### config.mk
export PLATFORM = sky130hd
export DESIGN_NAME = conv_mem_bridge
export DESIGN_NICKNAME = d
export VERILOG_FILES = /design/src/rtl/conv_mem_bridge.sv
export SDC_FILE = /design/constraint.sdc
export NUM_CORES = 1
export LEC_CHECK = 0
export CAP_MARGIN = 30
export CORE_MARGIN = 8
export CORE_UTILIZATION = 41
export DETAILED_ROUTE_END_ITERATION = 10
export GPL_TIMING_DRIVEN = 0
export PLACE_DENSITY_LB_ADDON = 0.3
export SYNTH_ARGS = -nofsm -noshare
export SYNTH_HDL_FRONTEND = slang
export SYNTH_SLANG_ARGS = --single-unit
### constraint.sdc
create_clock -name clk -period 2.3 [get_ports clk]
set_clock_uncertainty 0.15 [all_clocks]
set_input_delay 0.46 -clock clk [delete_from_list [all_inputs] [get_ports clk]]
set_output_delay 0.46 -clock clk [all_outputs]
set_load 0.1 [all_outputs]
### src/rtl/conv_mem_bridge.sv
// conv_mem_bridge: serves engine mem_operation/mem_opdone with single Wishbone cycles.
// Optional REQ watchdog with sticky timeout_err: define CONV_BRIDGE_TIMEOUT_EN.
module conv_mem_bridge #(
  parameter logic [31:0] BASE_ADDR      = 32'h3000_0000,
  parameter logic [15:0] TIMEOUT_CYCLES = 16'd255
) (
  input  logic        clk,
  input  logic        reset,
  input  logic [1:0]  mem_operation,
  input  logic [31:0] mem_addr_i,
  input  logic [31:0] mem_wdata_i,
  output logic [31:0] mem_rdata_o,
  output logic        mem_opdone,
  output logic        wbm_cyc_o,
  output logic        wbm_stb_o,
  output logic        wbm_we_o,
  output logic [3:0]  wbm_sel_o,
  output logic [31:0] wbm_adr_o,
  output logic [31:0] wbm_dat_o,
  input  logic [31:0] wbm_dat_i,
  input  logic        wbm_ack_i,
  output logic        busy,
  output logic        timeout_err
);

  typedef enum logic [1:0] {
    S_IDLE,
    S_REQ,
    S_DONE,
    S_HOLD
  } state_t;

  localparam logic [31:0] ABORT_DATA = 32'hDEAD_BEEF;

  state_t state;
  state_t state_nx;
  logic   we_q;
  logic   req_valid;
  logic   expire;

  // Code 10 is deliberately treated as no request.
  assign req_valid = (mem_operation == 2'b01) ||
                     (mem_operation == 2'b11);

`ifdef CONV_BRIDGE_TIMEOUT_EN
  logic [15:0] tmo_cnt;
  logic [15:0] tmo_cnt_inc;
  logic        err_q;

  assign tmo_cnt_inc = tmo_cnt + 16'd1;
  assign expire      = (state == S_REQ) && !wbm_ack_i &&
                       (tmo_cnt_inc == TIMEOUT_CYCLES);
  assign timeout_err = err_q;

  always_ff @(posedge clk) begin
    if (reset) begin
      tmo_cnt <= '0;
      err_q   <= 1'b0;
    end else begin
      if (state != S_REQ)
        tmo_cnt <= '0;
      else if (!wbm_ack_i)
        tmo_cnt <= tmo_cnt_inc;
      if (expire)
        err_q <= 1'b1;
    end
  end
`else
  logic [15:0] unused_tmo;

  assign unused_tmo  = TIMEOUT_CYCLES;
  assign expire      = 1'b0;
  assign timeout_err = 1'b0;
`endif

  always_ff @(posedge clk) begin
    if (reset)
      state <= S_IDLE;
    else
      state <= state_nx;
  end

  always_comb begin
    state_nx = state;
    unique case (state)
      S_IDLE: if (req_valid) state_nx = S_REQ;
      S_REQ:  if (wbm_ack_i || expire) state_nx = S_DONE;
      S_DONE: state_nx = S_HOLD;
      S_HOLD: state_nx = S_IDLE;
      default: state_nx = S_IDLE;
    endcase
  end

  always_comb begin
    wbm_cyc_o  = 1'b0;
    wbm_stb_o  = 1'b0;
    wbm_we_o   = 1'b0;
    wbm_sel_o  = 4'h0;
    mem_opdone = 1'b0;
    busy       = 1'b1;
    unique case (state)
      S_IDLE: busy = 1'b0;
      S_REQ: begin
        wbm_cyc_o = 1'b1;
        wbm_stb_o = 1'b1;
        wbm_we_o  = we_q;
        wbm_sel_o = 4'hF;
      end
      S_DONE: mem_opdone = 1'b1;
      S_HOLD: busy = 1'b1;
      default: busy = 1'b1;
    endcase
  end

  always_ff @(posedge clk) begin
    if (reset) begin
      wbm_adr_o   <= '0;
      wbm_dat_o   <= '0;
      we_q        <= 1'b0;
      mem_rdata_o <= '0;
    end else begin
      if (state == S_IDLE && req_valid) begin
        wbm_adr_o <= BASE_ADDR + (mem_addr_i << 2);
        we_q      <= mem_operation[1];
        if (mem_operation[1])
          wbm_dat_o <= mem_wdata_i;
      end
      // Reads only; an aborted read returns a recognisable poison word.
      if (state == S_REQ && !we_q) begin
        if (wbm_ack_i)
          mem_rdata_o <= wbm_dat_i;
        else if (expire)
          mem_rdata_o <= ABORT_DATA;
      end
    end
  end

endmodule

==> run_results.csv, run 1 <==
group,metric,value,unit
routing,routedWlPerCell,15.6,µm
worst_setup_path,path_cells,"dlygate4sd2_1",
clock_tree,cts_sinks,97,
global_route,grt_pass1_wl,19.3,mm
clock_tree,htreeDepth,3,
routing,drtIter0Drc,144,
global_route,antenna_found_initial,0,
global_route,grt_max_degree,18,
clock_tree,insertion_delay,0.35,ns
worst_setup_path,critPathLaunch,"wbm_adr_o[29]",
routing,wl,12.1,mm
sta,setup_viol_count_final,0,
worst_setup_path,worstPathRequired,1.69,ns
floorplan,core_area,8680,µm²
sta,final.period_utilization,96.2,%
synth,yosys-top-cells-area,"dfxtp_1 (53%), nand2_1 (19%), a21oi_1 (12%), buf_4 (2.3%), ha_1 (2.1%)",
global_route,grt_usage,19.2,%
worst_hold_path,hold_path_end,"wbm_adr_o[2]",
sta,setup_ws,0.0872,ns
floorplan,fp.dieW,110,µm
worst_setup_path,crit_path_max_fanout,2,
routing,drtPass1Iterations,4,
synth,async_reset_ff_share,0,%
cells_and_area,multi_input_area,1420,µm²
synth,ys_ff_latch,97,
pwr,ir_drop,680,µV
cells_and_area,regArea,1940,µm²
global_route,grt_overflow_total,0,
floorplan,rows,34,
cells_and_area,antenna_cells,0,
floorplan,die_area,12200,µm²
worst_hold_path,hold_path.class,"reg2reg",
routing,drc,0,
pwr,power_leakage,2.62,nW
worst_setup_path,cp.depth,1,
sta,max_freq,452,MHz
floorplan,initial_core_util,42.2,%
sta,min_period,2.21,ns
synth,synth_area_per_cell,8.18,µm²
worst_setup_path,critPathLaunchType,"register",
worst_setup_path,slowest_stage,"dlygate4sd2_1",
synth,syn_area,3660,µm²
pwr,power.total,7.54,mW
place,dp_hpwl,9.55,mm
cells_and_area,nets,767,
worst_setup_path,cp.arrival,1.60,ns
cells_and_area,area_growth,60.2,%
worst_setup_path,worstSetupPathType,"reg2out",
worst_setup_path,critPathBufInv,1,
outcome,status,"finished, final reports clean",
sta,final_max_slew_viol_count,0,
floorplan,ios,207,
clock_tree,cts_tree,"built",
place,routabilityCongestion,0.733,
synth,ys_warn_count,0,
run,drv_cap,0,
synth,yosysMostFrequentCell,"nand2_1",
sta,finalHoldViolations,0,
worst_setup_path,max_stage_delay,0.89,ns
synth,ys_types,29,
routing,ant_nets,0,
worst_hold_path,min_path_cells,2,
synth,synthTopCellsByCount,"nand2_1 (182), dfxtp_1 (97), a21oi_1 (88)",
worst_setup_path,reg2reg_to,"wbm_adr_o[27]",
sta,rsz0062_at_grt,"no",
clock_tree,cts_buffer_depth,2,
worst_setup_path,ff2ff_setup_slack,0.61,ns
sta,worstMarginPinSlew,1.04,ns
clock_tree,numCtsBuffers,9,
worst_setup_path,crit_family,"buffers and inverters",
worst_setup_path,end_kind,"output port",
global_route,first_global_vias,3712,
clock_tree,clock-root-buffer,"clkbuf_8",
floorplan,die_y,110,µm
pwr,power_density,1290,nW/µm²
worst_setup_path,r2r_cells,6,
cells_and_area,layout-drive-gt1-share,9.92,%
synth,ys_seq_area_share,53.1,%
place,numPortBuffers,200,
cells_and_area,n_fill_cell,783,
synth,synth_top_cell_by_area,"dfxtp_1",
worst_setup_path,reg2reg_from,"state[0]",
worst_hold_path,min_from,"wbm_adr_o[2]",
synth,synth_edf_count,0,
routing,vias_per_cell,4.70,
synth,syn_inst,447,
synth,synth-main-ff-cell,"dfxtp_1",
synth,synth_top_area_share,53.1,%
sta,slew_headroom,31.3,%
place,post-place-ws,-0.278,ns
clock_tree,holdBufCountCts,0,
routing,route.vias.total,3636,
clock_tree,clkTransAtPathRegs,0.09,ns
==> power by group <==
part           internal, mW  total, mW  switching, mW
Clock                 0.515       1.13          0.616
Sequential             1.96       2.09          0.133
Combinational         0.958       4.33           3.37
Total                  3.43       7.54           4.12
==> metrics by stage <==
stage | instances | hold slack [ns] | setup TNS [ns] | utilization [%] | area (µm²)
floorplan | 449 | 0.320 | 0 | - | 3670
global placement | 757 | 0.290 | -1.84 | 66.9 | 5810
detailed placement | 757 | 0.296 | -1.98 | 66.9 | 5810
CTS | 773 | 0.306 | 0 | 67.5 | 5860
global route | 773 | 0.323 | 0 | 67.5 | 5860
finish | 773 | 0.306 | 0 | 67.5 | 5860
==> layout make-up <==
cell class	count	area share, %
flip-flops and latches	97	33.1
inverters	5	0.320
clock buffers	9	2.11
multi-input cells	308	24.2
well taps	108	2.31
plain buffers	39	4.95
repair buffers	200	31.6
clock inverters	7	1.32
==> per-layer routing <==
layer / GRT usage, % / vias up / routed length, µm
li1: - / 1844 / -
met1: 20.2 / 1648 / 4660
met2: 33.0 / 121 / 6090
met3: 8.60 / 23 / 1020
met4: 6.76 / 0 / 291
met5: 0 / - / 0
==> cell usage in the layout (no fill, tap or decap), types with 2 or more instances in the layout <==
cell type        netlist  final
a211oi_2               2      2
a21oi_1               88     88
a21oi_2                5      5
and2_1                 2      2
buf_12                 3      3
buf_2                 13     16
buf_4                 11     11
buf_6                  5      5
clkbuf_1               7      7
clkbuf_4               0      6
clkbuf_8               0      9
clkdlybuf4s50_1        0     97
conb_1                 1      3
dfxtp_1               97     97
dlygate4sd2_1          0     94
ha_1                   6      5
inv_1                  5      5
inv_6                  0      3
nand2_1              182    182
nor2_1                 4      4
nor2b_1                2      2
o21ai_0                2      2
==> registers in the layout, indices dropped and copies added, names as in the netlist <==
register     count
mem_rdata_o     32
state            2
wbm_adr_o       30
wbm_dat_o       32
we_q             1
==> what timing repair did <==
action / in CTS / in global routing
setup endpoints to repair: 103 / 8
setup buffers: 0 / 0
hold endpoints to repair: 0 / 0
gates resized for setup: 135 / 10
==> worst max path at each step <==
stage / end / slack (ns)
finish: wbm_adr_o[29] / 0.09
global route: busy / 0.01
CTS: wbm_cyc_o / 0.02
detailed placement: busy / -0.28
global placement: busy / -0.25
floorplan: wbm_sel_o[0] / 0.32
==> cells by family (layout without fill, tap and decap cells) <==
| family | after synthesis | in the layout | share of synthesized area [%] |
|---|---|---|---|
| and+or+nand+nor | 198 | 198 | 21.2 |
| AOI/OAI and AO/OA | 99 | 99 | 14.6 |
| DFF | 97 | 97 | 53.1 |
| buffers and inverters | 44 | 260 | 8.45 |
| adders and majority gates | 6 | 6 | 2.05 |
| xor gates and xnor gates | 2 | 2 | 0.479 |
| other | 1 | 3 | 0.103 |
Note: power is estimated with default switching activity, not from simulation.
==> run 2: changes to the inputs <==
--- a/config.mk
+++ b/config.mk
@@ -8,6 +8,7 @@
 export CAP_MARGIN = 30
 export CORE_MARGIN = 8
 export CORE_UTILIZATION = 41
+export CTS_BUF_LIST = sky130_fd_sc_hd__clkbuf_8 sky130_fd_sc_hd__clkbuf_16
 export DETAILED_ROUTE_END_ITERATION = 10
 export GPL_TIMING_DRIVEN = 0
 export PLACE_DENSITY_LB_ADDON = 0.3
==> results of run 2 <==
The final DEF is identical to that of run 1; final timing and power are the same.
